<file path="src/rtl/alu_arbiter.sv">
// Round-robin arbiter sharing one combinational ALU between two valid/ready requesters.
// Define ALU_ARB_FIXED_PRIO_EN to give requester 0 fixed priority instead of round-robin.
module alu_arbiter #(
  parameter int unsigned XLEN = 32,
  parameter int unsigned OP_W = 3
) (
  input  logic            clk,
  input  logic            reset,
  input  logic            req0_valid,
  output logic            req0_ready,
  input  logic [XLEN-1:0] req0_a,
  input  logic [XLEN-1:0] req0_b,
  input  logic [OP_W-1:0] req0_op,
  output logic            rsp0_valid,
  input  logic            rsp0_ready,
  input  logic            req1_valid,
  output logic            req1_ready,
  input  logic [XLEN-1:0] req1_a,
  input  logic [XLEN-1:0] req1_b,
  input  logic [OP_W-1:0] req1_op,
  output logic            rsp1_valid,
  input  logic            rsp1_ready,
  output logic [XLEN-1:0] rsp_result,
  output logic            rsp_zero,
  output logic            rsp_err,
  output logic [XLEN-1:0] alu_a,
  output logic [XLEN-1:0] alu_b,
  output logic [OP_W-1:0] alu_control,
  input  logic [XLEN-1:0] alu_result,
  input  logic            alu_zero
);

  localparam logic [OP_W-1:0] OpAdd = OP_W'(0);
  localparam logic [OP_W-1:0] OpSub = OP_W'(1);
  localparam logic [OP_W-1:0] OpAnd = OP_W'(2);
  localparam logic [OP_W-1:0] OpOr  = OP_W'(3);
  localparam logic [OP_W-1:0] OpSlt = OP_W'(4);

  localparam logic [0:0] StIdle = 1'b0;
  localparam logic [0:0] StHold = 1'b1;

  logic [0:0]      state_q, state_d;
  logic            owner_q, owner_d;
  logic [XLEN-1:0] result_q, result_d;
  logic            zero_q, zero_d;
  logic            err_q, err_d;

  logic            owner_ready;
  logic            slot_free;
  logic            grant0, grant1, grant;
  logic [OP_W-1:0] sel_op;
  logic            sel_legal;

  always_comb begin
    owner_ready = owner_q ? rsp1_ready : rsp0_ready;
    // No grant may be issued while reset is held, even though the slot reads empty.
    slot_free   = !reset && ((state_q == StIdle) || owner_ready);
  end

`ifdef ALU_ARB_FIXED_PRIO_EN
  always_comb begin
    grant0 = slot_free && req0_valid;
    grant1 = slot_free && req1_valid && !req0_valid;
  end
`else
  logic last_grant_q, last_grant_d;

  // On a tie the requester that did not win last time is granted.
  always_comb begin
    grant0       = slot_free && req0_valid && (!req1_valid || last_grant_q);
    grant1       = slot_free && req1_valid && (!req0_valid || !last_grant_q);
    last_grant_d = grant ? grant1 : last_grant_q;
  end

  always_ff @(posedge clk or posedge reset) begin
    if (reset) begin
      last_grant_q <= 1'b1;
    end else begin
      last_grant_q <= last_grant_d;
    end
  end
`endif

  always_comb begin
    grant      = grant0 || grant1;
    req0_ready = grant0;
    req1_ready = grant1;
    sel_op     = grant1 ? req1_op : req0_op;
    sel_legal  = (sel_op == OpAdd) || (sel_op == OpSub) || (sel_op == OpAnd) ||
                 (sel_op == OpOr)  || (sel_op == OpSlt);
  end

  // Illegal opcodes and idle cycles present a harmless ADD of zeros to the ALU.
  always_comb begin
    alu_a       = '0;
    alu_b       = '0;
    alu_control = OpAdd;
    if (grant && sel_legal) begin
      alu_a       = grant1 ? req1_a : req0_a;
      alu_b       = grant1 ? req1_b : req0_b;
      alu_control = sel_op;
    end
  end

  always_comb begin
    state_d  = state_q;
    owner_d  = owner_q;
    result_d = result_q;
    zero_d   = zero_q;
    err_d    = err_q;
    if (grant) begin
      state_d  = StHold;
      owner_d  = grant1;
      result_d = sel_legal ? alu_result : '0;
      zero_d   = sel_legal ? alu_zero : 1'b0;
      err_d    = !sel_legal;
    end else if ((state_q == StHold) && owner_ready) begin
      state_d = StIdle;
    end
  end

  always_ff @(posedge clk or posedge reset) begin
    if (reset) begin
      state_q  <= StIdle;
      owner_q  <= 1'b0;
      result_q <= '0;
      zero_q   <= 1'b0;
      err_q    <= 1'b0;
    end else begin
      state_q  <= state_d;
      owner_q  <= owner_d;
      result_q <= result_d;
      zero_q   <= zero_d;
      err_q    <= err_d;
    end
  end

  always_comb begin
    rsp0_valid = (state_q == StHold) && !owner_q;
    rsp1_valid = (state_q == StHold) && owner_q;
    rsp_result = result_q;
    rsp_zero   = zero_q;
    rsp_err    = err_q;
  end

endmodule

</file>
<file path="config.mk">
export PLATFORM = sky130hd
export DESIGN_NAME = alu_arbiter
export DESIGN_NICKNAME = d
export VERILOG_FILES = /design/src/rtl/alu_arbiter.sv
export SDC_FILE = /design/constraint.sdc
export NUM_CORES = 1
export LEC_CHECK = 0
export CAP_MARGIN = 20
export CELL_PAD_IN_SITES_DETAIL_PLACEMENT = 1
export CELL_PAD_IN_SITES_GLOBAL_PLACEMENT = 2
export CORE_AREA = 2 2 142 144
export DETAILED_ROUTE_END_ITERATION = 7
export DIE_AREA = 0 0 144 146
export PLACE_DENSITY_LB_ADDON = 0.1
export RECOVER_POWER = 25
export REMOVE_ABC_BUFFERS = 1
export SLEW_MARGIN = 30
export SYNTH_ARGS = -nofsm -noshare
export SYNTH_HDL_FRONTEND = slang
export SYNTH_SLANG_ARGS = --single-unit
</file>
<file path="constraint.sdc">
create_clock -name clk -period 2.3 [get_ports clk]
set_input_delay 0.46 -clock clk [delete_from_list [all_inputs] [get_ports clk]]
set_output_delay 0.46 -clock clk [all_outputs]
set_load 0.1 [all_outputs]
</file>
==> results of run 1 <==
==> critical path, stage by stage (launching register included) <==
cell and delay [ns]:
dfstp_2 0.57, a21boi_4 0.07, buf_6 0.14, buf_12 0.14, buf_12 0.12, buf_12 0.12
mux2i_2 0.15, nor3_1 0.14, buf_4 0.15, buf_12 0.16
==> power breakdown <==
part | leakage, uW | total, uW | switching, uW | internal (uW)
registers | 0.000474 | 919 | 100 | 819
logic | 0.00297 | 4940 | 3060 | 1880
clock network | 0.0000799 | 713 | 255 | 458
total | 0.00352 | 6570 | 3420 | 3160
==> layout make-up <==
cell class | instances | area share (%)
inverter | 5 | 0.221
antenna | 2 | 0.0589
sequential | 37 | 10.9
tap | 265 | 3.90
multi-input combinational | 195 | 26.6
timing repair buffer | 383 | 56.4
clock inverter | 1 | 0.0589
clock buffer | 7 | 1.80
==> cell families (layout without fill, tap and decap cells) <==
kind of cell,Yosys count,after routing,share of synthesized area (%)
simple gates,77,77,14.8
mux,68,68,25.4
compound gates,50,50,17.4
flops,37,37,34.5
buf+inv,37,396,8.00
other cells,0,2,0
==> final timing paths <==
kind	from	end	slack (ns)	cells past startpoint
min in group asynchronous	reset	state_q$_DFFE_PP0P_	0.95	4
hold reg to reg	rsp_result[4]$_DFFE_PP0P_	rsp_result[4]$_DFFE_PP0P_	0.49	1
hold / removal	rsp_result[4]$_DFFE_PP0P_	rsp_result[4]$_DFFE_PP0P_	0.49	1
max in group asynchronous	reset	rsp_result[10]$_DFFE_PP0P_	0.74	4
setup reg to reg	owner_q$_DFFE_PP0P_	rsp_err$_DFFE_PP0P_	0.41	6
setup / recovery	last_grant_q$_DFFE_PP1P_	alu_b[27]	-0.20	9
==> Yosys cell counts <==
library cell  number
dfrtp_1           36
nand2b_1           3
o221ai_4           1
o21ai_2            1
and3_1             1
o22ai_1            1
or4b_1             1
inv_2              1
buf_4              2
nor2b_1            1
o21ai_1            1
nor3_1            66
a211oi_1           2
mux2i_1           67
a32o_1            34
nand3_1            1
a21oi_1            3
nor2_1             2
inv_1              4
a32oi_1            1
dfstp_2            1
a21boi_2           1
buf_1              1
a22oi_1            1
buf_2             19
o21ai_0            3
mux2_2             1
and2_1             2
buf_6              6
a21oi_2            1
clkbuf_1           4
==> state kept, by name, indices dropped and copies added, names as in the netlist <==
name / cells
rsp_result: 32
rsp_err: 1
owner_q: 1
rsp_zero: 1
state_q: 1
last_grant_q: 1
==> per-layer routing <==
metal	up-vias	part of all wire, %	GRT usage, %
met5	-	0	0
met4	0	0.36	1.62
met3	6	9.2	5.56
met2	164	50	29.8
met1	1921	40	20.8
li1	1770	-	-
==> what timing repair did <==
action,in CTS,in global routing
cloned,9,3
setup buffers,23,9
gates resized for setup,121,61
endpoints found under the setup margin,69,67
hold endpoints to repair,0,0
pin swaps,16,11
==> stage by stage <==
| step | instance area (um^2) | hold slack, ns | power [uW] | util (%) | setup slack, ns |
|---|---|---|---|---|---|
| after floorplan | 2490 | 0.454 | 3470 | - | -6.35 |
| after global placement | 7180 | 0.477 | 5120 | 37.1 | -0.475 |
| after detailed placement | 7180 | 0.484 | 5160 | 37.1 | -0.584 |
| after CTS | 8250 | 0.496 | 6450 | 42.7 | -0.211 |
| after global routing | 8490 | 0.500 | 6830 | 43.9 | -0.275 |
| final | 8490 | 0.493 | 6570 | 43.9 | -0.204 |
==> out/metrics.cfg, run 1 <==
[status]
run_status=complete, but fails checks
violations=negative setup slack

[logic_synthesis]
seq_area_frac_synth_pct=34.5
syn_inst=269
synthesis.area_um2=2690
yosysWarnings=0
yosysTopAreaCellShare_pct=33.5
synth.distinct_cells=31
ys_ff_latch=37
synth_area_per_cell_um2=10.0
yosys.area.top_type=dfrtp_1
synth.area.top_cells=dfrtp_1, mux2i_1, a32o_1

[place]
gp_congestion=0.755
place_hpwl_um=14400
io_buffers=277
place_inst=882

[clocking]
cts.sinks=37
clock_path_buffers=2
cts_made_buffers=5
clock_latency_ns=0.28
cts_max_level=2
cts-root-buf=clkbuf_16
clk_pin_slew_worst_paths_ns=0.06
cts_tree=done
ctsHoldBuffers=0

[grt]
grt_pass1_vias=4202
grt_max_degree=39
grt_pass1_wl_um=27200
grt_overflow=0
grtUsageTotal_pct=16.9
antenna_found_initial=1

[final_layout]
layout_commonest_cell=clkdlybuf4s50_1
nets=800
drive_gt1_share_pct=47.3
multiInputGateArea_um2=2260
regArea_um2=927
finalNonFillerCells=895
syn2layout_area_growth_pct=216
nFillCells=2033
mostFrequentLayoutCells=clkdlybuf4s50_1, buf_12, buf_4

[timing]
max-slew-margin-rel_pct=35.7
drv_slew=0
fmax_mhz=399
worst_slack_ns=-0.204
setup_viol=67
worstMarginPinSlew_ns=0.964
setup-tns-final_ns=-7.94
rsz0062_at_grt=true
min_period_over_period_pct=109
report.final.hold_viol_count=0
min_period_ns=2.50
clock_skew_ns=0.00441

[setup_path]
critPathArrivalTime_ns=2.04
critPathLaunchType=flip-flop
required_ns=1.84
cp-end-kind=primary output
worstSetupPathType=flip-flop to primary output
cp_max_fo=5

[min_path]
hold_path.class=flip-flop to flip-flop

[floorplanning]
top_level_ports=278
core_area_um2=19300
die-area_um2=21000
start_util_pct=13.9
die_h_um=146
die_x_um=144
row_count=51

[routing]
drt-initial-drc-count=90
drc=0
vias=3861
routedWlPerCell_um=21.0
dr.pass1.iters=4
wl_um=18800
avgViaCountPerCell=4.31
ant_nets=0

[job]
cap_violations=0

[pwr]
p_per_area_nw_per_um2=774
p_leak_uw=0.00352
ir_worst_vdd_uv=650

No activity file was read; power rests on OpenSTA's default activity.
==> run 2, diff against run 1 <==
Settings changed: PLACE_DENSITY set to 0.8, PLACE_DENSITY_LB_ADDON 0.1 to not set.
==> run 2 against run 1 <==
  * The run still ends with negative setup slack left
  * Critical path depth down 1
  * Hold slack worse by 0.0036 ns
  * First-iteration DRC count increased by 27%
  * Sequential share of layout area rose by 0.26 points
  * Maximum frequency down 1.8%
  * Cell count rose by 0.67%
  * Sequential cell count unchanged
  * Die area did not move
  * Worst setup slack worse by 0.046 ns
  * Cell area down 2.3%
  * Via count increased by 3.2%
  * Critical path type unchanged
==> out/metrics.cfg, run 2 (same netlist as run 1, synthesis figures left out) <==
[timing]
clock_skew_ns=0.00501
fmax_mhz=392
max-slew-margin-rel_pct=36.7
worstMarginPinSlew_ns=0.950
setup_viol=67
drv_slew=0
worst_slack_ns=-0.251
report.final.hold_viol_count=0
min_period_over_period_pct=111
min_period_ns=2.55
rsz0062_at_grt=true

[min_path]
min_from=rsp_result[17]$_DFFE_PP0P_
hold_path.class=flip-flop to flip-flop

[final_layout]
nets=803
largest_reg_flops=32
regArea_um2=927
mostFrequentLayoutCells=clkdlybuf4s50_1, buf_4, buf_12
nFillCells=2047
multiInputGateArea_um2=2140
syn2layout_area_growth_pct=208
layout_commonest_cell=clkdlybuf4s50_1
drive_gt1_share_pct=48.8

[status]
violations=negative setup slack
run_status=complete, but fails checks

[floorplanning]
start_util_pct=13.9
die_x_um=144
top_level_ports=278
core_area_um2=19300
die_h_um=146
row_count=51
die-area_um2=21000

[clocking]
clock_latency_ns=0.28
clock_path_buffers=2
cts_max_level=2
cts.sinks=37
ctsHoldBuffers=0
clk_pin_slew_worst_paths_ns=0.06
cts_made_buffers=5
cts-root-buf=clkbuf_16
cts_tree=done

[grt]
grt_pass1_wl_um=26900
grt_max_degree=39
grt_overflow=0
antenna_found_initial=7
grtUsageTotal_pct=17.0
grt_pass1_vias=4335

[setup_path]
startpoint=last_grant_q$_DFFE_PP1P_
cp-end-kind=primary output
critPathSlowestCell=dfstp_2
critPathLaunchType=flip-flop
critPathArrivalTime_ns=2.09
required_ns=1.84
path_cells=nand2b_4 -> a32oi_4 -> buf_12 -> buf_12 -> buf_16 -> nor3_2 -> buf_4 -> buf_12
worstSetupPathType=flip-flop to primary output
cp_max_fo=7
worstReg2RegStart=owner_q$_DFFE_PP0P_
cp_common_cell=buf_12
max_stage_delay_ns=0.57

[routing]
routedWlPerCell_um=22.3
drc=0
avgViaCountPerCell=4.42
ant_nets=0
wl_um=20100
dr.pass1.iters=4
vias=3985
drt-initial-drc-count=114

[place]
gp_congestion=0.844
io_buffers=277
place_hpwl_um=13700
pre_cts_ws_ns=-0.483

[pwr]
p_leak_uw=0.00345
p_per_area_nw_per_um2=785
ir_worst_vdd_uv=745
power_uw=6510

[job]
cap_violations=0

[run 2: changes by cell type in the layout (fill, tap and decap cells not counted), moves of 2 or more]
cell             change
dlygate4sd2_1        +2
nor3_4              -22
clkdlybuf4s15_1      -2
mux2i_4              -3
nor3_2              +33
buf_12              -13
diode_2              +3
nor3_1              -11
mux2i_1              +4
buf_4               +14
[run 2: final timing paths]
kind,to,slack [ns],cells past startpoint
worst max-delay path,alu_b[15],-0.25,8
worst min-delay path,rsp_result[17]$_DFFE_PP0P_,0.49,1
worst max register to register,rsp_err$_DFFE_PP0P_,0.51,5
worst min register to register,rsp_result[17]$_DFFE_PP0P_,0.49,1
max in group asynchronous,rsp_result[17]$_DFFE_PP0P_,0.75,4
min in group asynchronous,state_q$_DFFE_PP0P_,0.94,4
[run 2: repair_timing]
item / CTS / global route
gates cloned: 11 / 4
pin swaps: 17 / 8
gates resized for setup: 105 / 54
endpoints found under the setup margin: 69 / 67
buffers inserted: 15 / 3
[run 2: per-layer routing]
metal	track usage [%]	vias to the layer above	wire, um
met3	4.84	39	1680
met5	0	-	27
met2	30.3	212	10500
met4	6.52	4	786
met1	18.8	1952	7110
li1	-	1778	-
[run 2: critical path, delay by kind of cell (launching register included)]
| kind | cells | cell delay (ns) |
|---|---|---|
| DFF | 1 | 0.57 |
| and+or+nand+nor | 2 | 0.36 |
| AOI/OAI and AO/OA | 1 | 0.10 |
| buffers and inverters | 5 | 0.77 |
[run 2: per-stage QoR]
| stage | util (%) | area, um^2 | cells | setup TNS (ns) | hold slack, ns |
|---|---|---|---|---|---|
| 2_1_floorplan | - | 2490 | 237 | -493.55 | 0.454 |
| 3_3_place_gp | 36.1 | 6990 | 868 | -28.23 | 0.477 |
| 3_5_place_dp | 36.1 | 6990 | 868 | -27.63 | 0.483 |
| 4_1_cts | 41.2 | 7970 | 893 | -12.71 | 0.495 |
| 5_1_grt | 42.9 | 8290 | 900 | -15.44 | 0.505 |
| 6_report | 42.9 | 8290 | 901 | -11.33 | 0.489 |
[run 2: cell type report]
cell class / instances / area share, %
clock buffer: 6 / 1.67
timing repair buffer: 386 / 56.5
sequential: 37 / 11.2
multi-input combinational: 195 / 25.8
tap: 265 / 4.00
clock inverter: 2 / 0.453
inverter: 5 / 0.226
antenna: 5 / 0.151
[run 2: power by group]
group	internal, uW	leakage [uW]	switching (uW)
Combinational	1760	0.00289	3020
Clock	541	0.0000831	266
Sequential	819	0.000474	114
==> RTL change 1: new RTL, config.mk and constraints of run 2 <==
Change the parameter `OP_W` from 3 to 5.
--- a/src/rtl/alu_arbiter.sv
+++ b/src/rtl/alu_arbiter.sv
@@ -3,5 +3,5 @@
 module alu_arbiter #(
   parameter int unsigned XLEN = 32,
-  parameter int unsigned OP_W = 3
+  parameter int unsigned OP_W = 5
 ) (
   input  logic            clk,
Interface: changed (resized alu_control, req0_op and req1_op); port bits go from 278 to 284. The function was not compared with the original's and may differ.
==> RTL change 1 against run 2 <==
  * Largest power group unchanged
  * Synthesized cell count up 25%
  * Area after synthesis shrank 9.1%
  * Core utilization fell by 4.1 points
  * Die area did not move
  * Critical endpoint is now alu_b[31]
  * Sequential cell count did not move
  * Count of clock-buffer cells in the layout stayed put
  * Sequential share of layout area up 1.2 points
  * Critical path type unchanged
  * Power decreased by 36%
  * Design area decreased by 9.6%
  * First-iteration DRC count grew 0.88%
  * Wire length fell by 17%
  * Worst setup slack gained 0.12 ns
  * The run still ends with negative setup slack left
==> RTL change 1: results (changes against run 2) <==
<table>
<tr><th>Metric</th><th>Value</th></tr>
<tr><th colspan="2">Drt</th></tr>
<tr><td>Detailed-routed wire length on met2</td><td>8780 µm (-17%)</td></tr>
<tr><td>Amount of wire on met3 after detailed routing</td><td>1140 µm (-32%)</td></tr>
<tr><td>Met1 Wirelength</td><td>6370 µm (-10%)</td></tr>
<tr><td>Starting DRC count in detailed routing</td><td>115 (+0.88%)</td></tr>
<tr><th colspan="2">GRT</th></tr>
<tr><td>Global-route wire length before repair</td><td>24900 µm (-7.5%)</td></tr>
<tr><td>Number of antenna violations at the first check in global routing</td><td>4 (-3)</td></tr>
<tr><th colspan="2">Critical path</th></tr>
<tr><td>Register-to-register setup slack</td><td>0.62 ns (+0.11 ns)</td></tr>
<tr><td>Delay contributed by the slowest stage of the critical path</td><td>0.60 ns (+0.03 ns)</td></tr>
<tr><td>CP Capture Point</td><td>alu_b[31]</td></tr>
<tr><td>Worst reg-to-reg path cell count</td><td>6 (+1)</td></tr>
<tr><th colspan="2">Placed design</th></tr>
<tr><td>Post-detail-place hpwl</td><td>11800 µm (-14%)</td></tr>
<tr><td>Buffers on Ports</td><td>281 (+1.4%)</td></tr>
<tr><td>Global placement routability congestion</td><td>0.860 (+1.9%)</td></tr>
<tr><th colspan="2">STA</th></tr>
<tr><td>Final setup viols</td><td>63 (-6.0%)</td></tr>
<tr><td>Final setup TNS</td><td>-5.60 ns (+5.73 ns)</td></tr>
<tr><td>Relative slew slack</td><td>38.8% (+2.1 points)</td></tr>
<tr><td>Post-route setup slack</td><td>-0.132 ns (+0.119 ns)</td></tr>
<tr><td>Worst clock skew</td><td>0.00378 ns (-0.00122 ns)</td></tr>
<tr><th colspan="2">Pwr</th></tr>
<tr><td>Part of the power in registers</td><td>20.3% (+6.0 points)</td></tr>
<tr><td>Switching share of power</td><td>49.2% (-3.0 points)</td></tr>
<tr><td>Power per cell area</td><td>553 nW/µm² (-30%)</td></tr>
<tr><th colspan="2">Run status</th></tr>
<tr><td>Violated checks</td><td>negative setup slack</td></tr>
<tr><td>Outcome</td><td>complete, but fails checks</td></tr>
<tr><th colspan="2">Logic synthesis</th></tr>
<tr><td>Share of the yosys chip area belonging to registers</td><td>37.9% (+3.4 points)</td></tr>
<tr><td>Top area cells in the synthesized netlist</td><td>sky130_fd_sc_hd__dfrtp_1, sky130_fd_sc_hd__nand2_1, sky130_fd_sc_hd__a21oi_1</td></tr>
<tr><th colspan="2">Finish</th></tr>
<tr><td>Finished Layout Cells</td><td>904 (+0.33%)</td></tr>
<tr><td>Number of fill cells</td><td>2143 (+4.7%)</td></tr>
<tr><th colspan="2">Min path</th></tr>
<tr><td>Source of the worst hold timing path</td><td>rsp_result[23]$_DFFE_PP0P_</td></tr>
</table>
==> RTL change 1: cell types whose count changed in the layout (fill, tap and decap cells not counted), moves of 34 or more <==
cell,run 2,this run
sky130_fd_sc_hd__nand2_1,0,135
sky130_fd_sc_hd__mux2i_1,58,0
sky130_fd_sc_hd__a21oi_4,1,56
sky130_fd_sc_hd__buf_4,100,52
sky130_fd_sc_hd__nor3_2,40,0
sky130_fd_sc_hd__a32o_1,34,0
==> RTL change 1: repair_timing <==
action                                  4_1_cts  5_1_grt
gates cloned                                  9        0
setup buffers                                10        2
endpoints found under the setup margin       68       67
resized for setup                           150       17
pin swaps                                    11        2
==> RTL change 1: stage by stage <==
stage	util (%)	cell area [µm²]	worst slack (ns)
6_report	38.8	7500	-0.132
5_1_grt	38.8	7500	-0.189
2_1_floorplan	-	2290	-3.39
4_1_cts	38.3	7410	-0.146
3_3_place_gp	32.5	6290	-0.480
3_5_place_dp	32.5	6290	-0.528
==> RTL change 1: final cells by class <==
class | count | area share (%)
Clock buffer | 6 | 1.85
Clock inverter | 1 | 0.100
Antenna cell | 4 | 0.133
Timing Repair Buffer | 322 | 53.8
Inverter | 5 | 0.250
Multi-Input combinational cell | 264 | 27.1
Tap cell | 265 | 4.42
Sequential cell | 37 | 12.4
==> RTL change 1: worst max-delay path, delay by kind of cell, from the launching register on <==
| family | cells | cell delay [ns] |
|---|---|---|
| compound gates | 3 | 0.47 |
| buf+inv | 4 | 0.62 |
| flops | 1 | 0.60 |
==> RTL change 1: logic make-up (layout without fill, tap and decap cells) <==
kind of cell,count (synthesis),after routing,synth area share (%)
and+or+nand+nor,148,148,23.3
AOI/OAI and AO/OA,113,113,30.9
DFF,37,37,37.9
buffers and inverters,35,334,7.37
other,1,6,0.153
muxes,1,1,0.409
==> RTL change 2: new RTL, config.mk and constraints of run 2 <==
Made on the original files. Take the reset off `result_q` and load it in a clocked block of its own.
--- a/src/rtl/alu_arbiter.sv
+++ b/src/rtl/alu_arbiter.sv
@@ -124,5 +124,4 @@
       state_q  <= StIdle;
       owner_q  <= 1'b0;
-      result_q <= '0;
       zero_q   <= 1'b0;
       err_q    <= 1'b0;
@@ -130,8 +129,11 @@
       state_q  <= state_d;
       owner_q  <= owner_d;
-      result_q <= result_d;
       zero_q   <= zero_d;
       err_q    <= err_d;
     end
+  end
+
+  always_ff @(posedge clk) begin
+    result_q <= result_d;
   end
 
Check against the original RTL: differs if reset is asserted again (counterexample within 4 cycles, from zero or initial values and one cycle with reset high); with reset held inactive, the same outputs for 10 cycles.
==> RTL change 2 against run 2 <==
  * The flow still finishes with violations (negative setup slack)
  * Critical path depth is the same
  * Sequential cell count is the same
  * Critical path type unchanged
  * Non-clock buffer count shrank 57
  * Sequential share of layout area grew 3.9 points
  * Design area shrank 13%
  * Largest power group unchanged
  * Power shrank 26%
  * Worst setup slack lost 0.0011 ns
  * Count of clock-buffer cells in the layout shrank 1
  * Wire length shrank 15%
  * Core utilization shrank 5.4 points
  * Register-to-register slack lost 0.36 ns
  * Area after synthesis shrank 17%
  * Sequential power shrank 3.2%
  * Clock power shrank 18%
==> RTL change 2: results (changes against run 2) <==
<table>
<tr><th>Metric</th><th>Value</th></tr>
<tr><th colspan="2">Logic synthesis</th></tr>
<tr><td>Top area cells in the synthesized netlist</td><td>sky130_fd_sc_hd__edfxtp_1, sky130_fd_sc_hd__a22o_1, sky130_fd_sc_hd__and2_1</td></tr>
<tr><td>Netlist cell types</td><td>32 (+3.2%)</td></tr>
<tr><td>Number of synthesized flops with an enable pin</td><td>32 (+32)</td></tr>
<tr><th colspan="2">GRT</th></tr>
<tr><td>Gr usage total</td><td>15.2% (-1.7 points)</td></tr>
<tr><td>Number of antenna violations at the first check in global routing</td><td>1 (-6)</td></tr>
<tr><td>Vias in the first global route</td><td>3600 (-17%)</td></tr>
<tr><td>Largest net degree at the start of global routing</td><td>35 (-10%)</td></tr>
<tr><th colspan="2">Pwr</th></tr>
<tr><td>Switching share of power</td><td>48.2% (-4.0 points)</td></tr>
<tr><td>Leakage component of the power</td><td>2.94 nW (-15%)</td></tr>
<tr><th colspan="2">Critical path</th></tr>
<tr><td>Register-to-register setup slack</td><td>0.15 ns (-0.36 ns)</td></tr>
<tr><td>Delay contributed by the slowest stage of the critical path</td><td>0.44 ns (-0.13 ns)</td></tr>
<tr><td>Highest fanout seen on the critical path</td><td>8 (+1)</td></tr>
<tr><td>Critical path's slowest cell</td><td>sky130_fd_sc_hd__dfrtp_2</td></tr>
<tr><td>Worst reg-to-reg path cell count</td><td>6 (+1)</td></tr>
<tr><td>Reg-to-reg critical path endpoint</td><td>rsp_result[23]$_SDFFCE_PP0P_</td></tr>
<tr><th colspan="2">Finish</th></tr>
<tr><td>Number of inserted diodes</td><td>0 (-5)</td></tr>
<tr><td>Share of final-layout standard cells stronger than drive strength 1</td><td>42.6% (-6.2 points)</td></tr>
<tr><th colspan="2">Run status</th></tr>
<tr><td>Outcome</td><td>complete, but fails checks</td></tr>
<tr><td>Violated checks</td><td>negative setup slack</td></tr>
<tr><th colspan="2">STA</th></tr>
<tr><td>Final setup TNS</td><td>-12.69 ns (-1.36 ns)</td></tr>
<tr><td>Final setup viols</td><td>68 (+1.5%)</td></tr>
<tr><td>Relative slew slack</td><td>17.8% (-19 points)</td></tr>
<tr><td>Worst clock skew</td><td>0.00848 ns (+0.00347 ns)</td></tr>
<tr><td>Post-route setup slack</td><td>-0.252 ns (-0.00108 ns)</td></tr>
<tr><th colspan="2">Drt</th></tr>
<tr><td>Starting DRC count in detailed routing</td><td>61 (-46%)</td></tr>
<tr><td>Vias post-DR</td><td>3033 (-24%)</td></tr>
<tr><td>Drt wl/cell</td><td>22.2 µm (-0.65%)</td></tr>
<tr><th colspan="2">Placed design</th></tr>
<tr><td>Post-detail-place hpwl</td><td>11200 µm (-18%)</td></tr>
<tr><td>Global placement routability congestion</td><td>0.851 (+0.73%)</td></tr>
</table>
RTL change 2: logic make-up (layout without fill, tap and decap cells):
family,count (synthesis),count (layout),synth area share (%)
AO/OA/AOI/OAI,81,81,31.1
buffers and inverters,20,340,5.97
flip-flops,37,37,48.5
multiplexers,3,3,1.73
AND/OR/NAND/NOR,46,46,12.8
RTL change 2: area by class of cell:
class | count | area share [%]
clock buffer | 5 | 1.73
clock inverter | 3 | 0.242
inverter | 3 | 0.155
multi-input combinational | 130 | 22.1
sequential | 37 | 15.0
tap | 265 | 4.58
timing repair buffer | 329 | 56.1
RTL change 2: worst min path at each step:
| stage | from | endpoint | slack [ns] |
|---|---|---|---|
| 6_report | rsp_zero$_DFFE_PP0P_ | rsp_zero$_DFFE_PP0P_ | 0.52 |
| 5_1_grt | rsp_err$_DFFE_PP0P_ | rsp_err$_DFFE_PP0P_ | 0.57 |
| 4_1_cts | rsp_zero$_DFFE_PP0P_ | rsp_zero$_DFFE_PP0P_ | 0.53 |
| 3_5_place_dp | last_grant_q$_DFFE_PP1P_ | last_grant_q$_DFFE_PP1P_ | 0.51 |
| 3_3_place_gp | last_grant_q$_DFFE_PP1P_ | last_grant_q$_DFFE_PP1P_ | 0.49 |
| 2_1_floorplan | reset | owner_q$_DFFE_PP0P_ | 0.24 |
RTL change 2: what timing repair did:
item / in CTS / in global routing
hold buffers: 0 / 0
gates resized for setup: 78 / 26
endpoints found under the setup margin: 70 / 68
pin swaps: 38 / 23
gates cloned: 13 / 4
endpoints found under the hold margin: 0 / 0
setup buffers: 16 / 6
RTL change 2: routing by layer:
layer / track usage, % / vias to the layer above / share of wire [%]
met1: 16.5 / 1454 / 37
li1: - / 1382 / -
met4: 3.43 / 0 / 1.1
met2: 28.8 / 182 / 54
met3: 4.34 / 15 / 8.2
met5: 0 / - / 0
RTL change 2: worst register-to-register path: cells and delay by family (launching register included):
kind | cells | cell delay [ns]
multiplexers | 2 | 0.63
flip-flops | 1 | 0.44
buffers and inverters | 2 | 0.35
AO/OA/AOI/OAI | 1 | 0.27
AND/OR/NAND/NOR | 1 | 0.22
RTL change 2: per-stage QoR:
step	worst slack (ns)	utilization, %	total power, mW	instances	area, µm²
after floorplan	-1.47	-	2.63	170	2120
after global placement	-0.485	31.0	3.72	730	6000
after detailed placement	-0.517	31.0	3.75	730	6000
after CTS	-0.285	36.8	4.81	767	7110
after global routing	-0.326	37.5	4.98	772	7240
final	-0.252	37.5	4.83	772	7240
RTL change 2: power by group through the flow:
stage	Combinational (mW)	Sequential, mW	Clock, mW
after global placement	2.81	0.913	0
after global routing	3.37	0.916	0.700
after detailed placement	2.83	0.920	0
final	3.27	0.903	0.660
after floorplan	1.20	1.42	0
after CTS	3.22	0.912	0.681
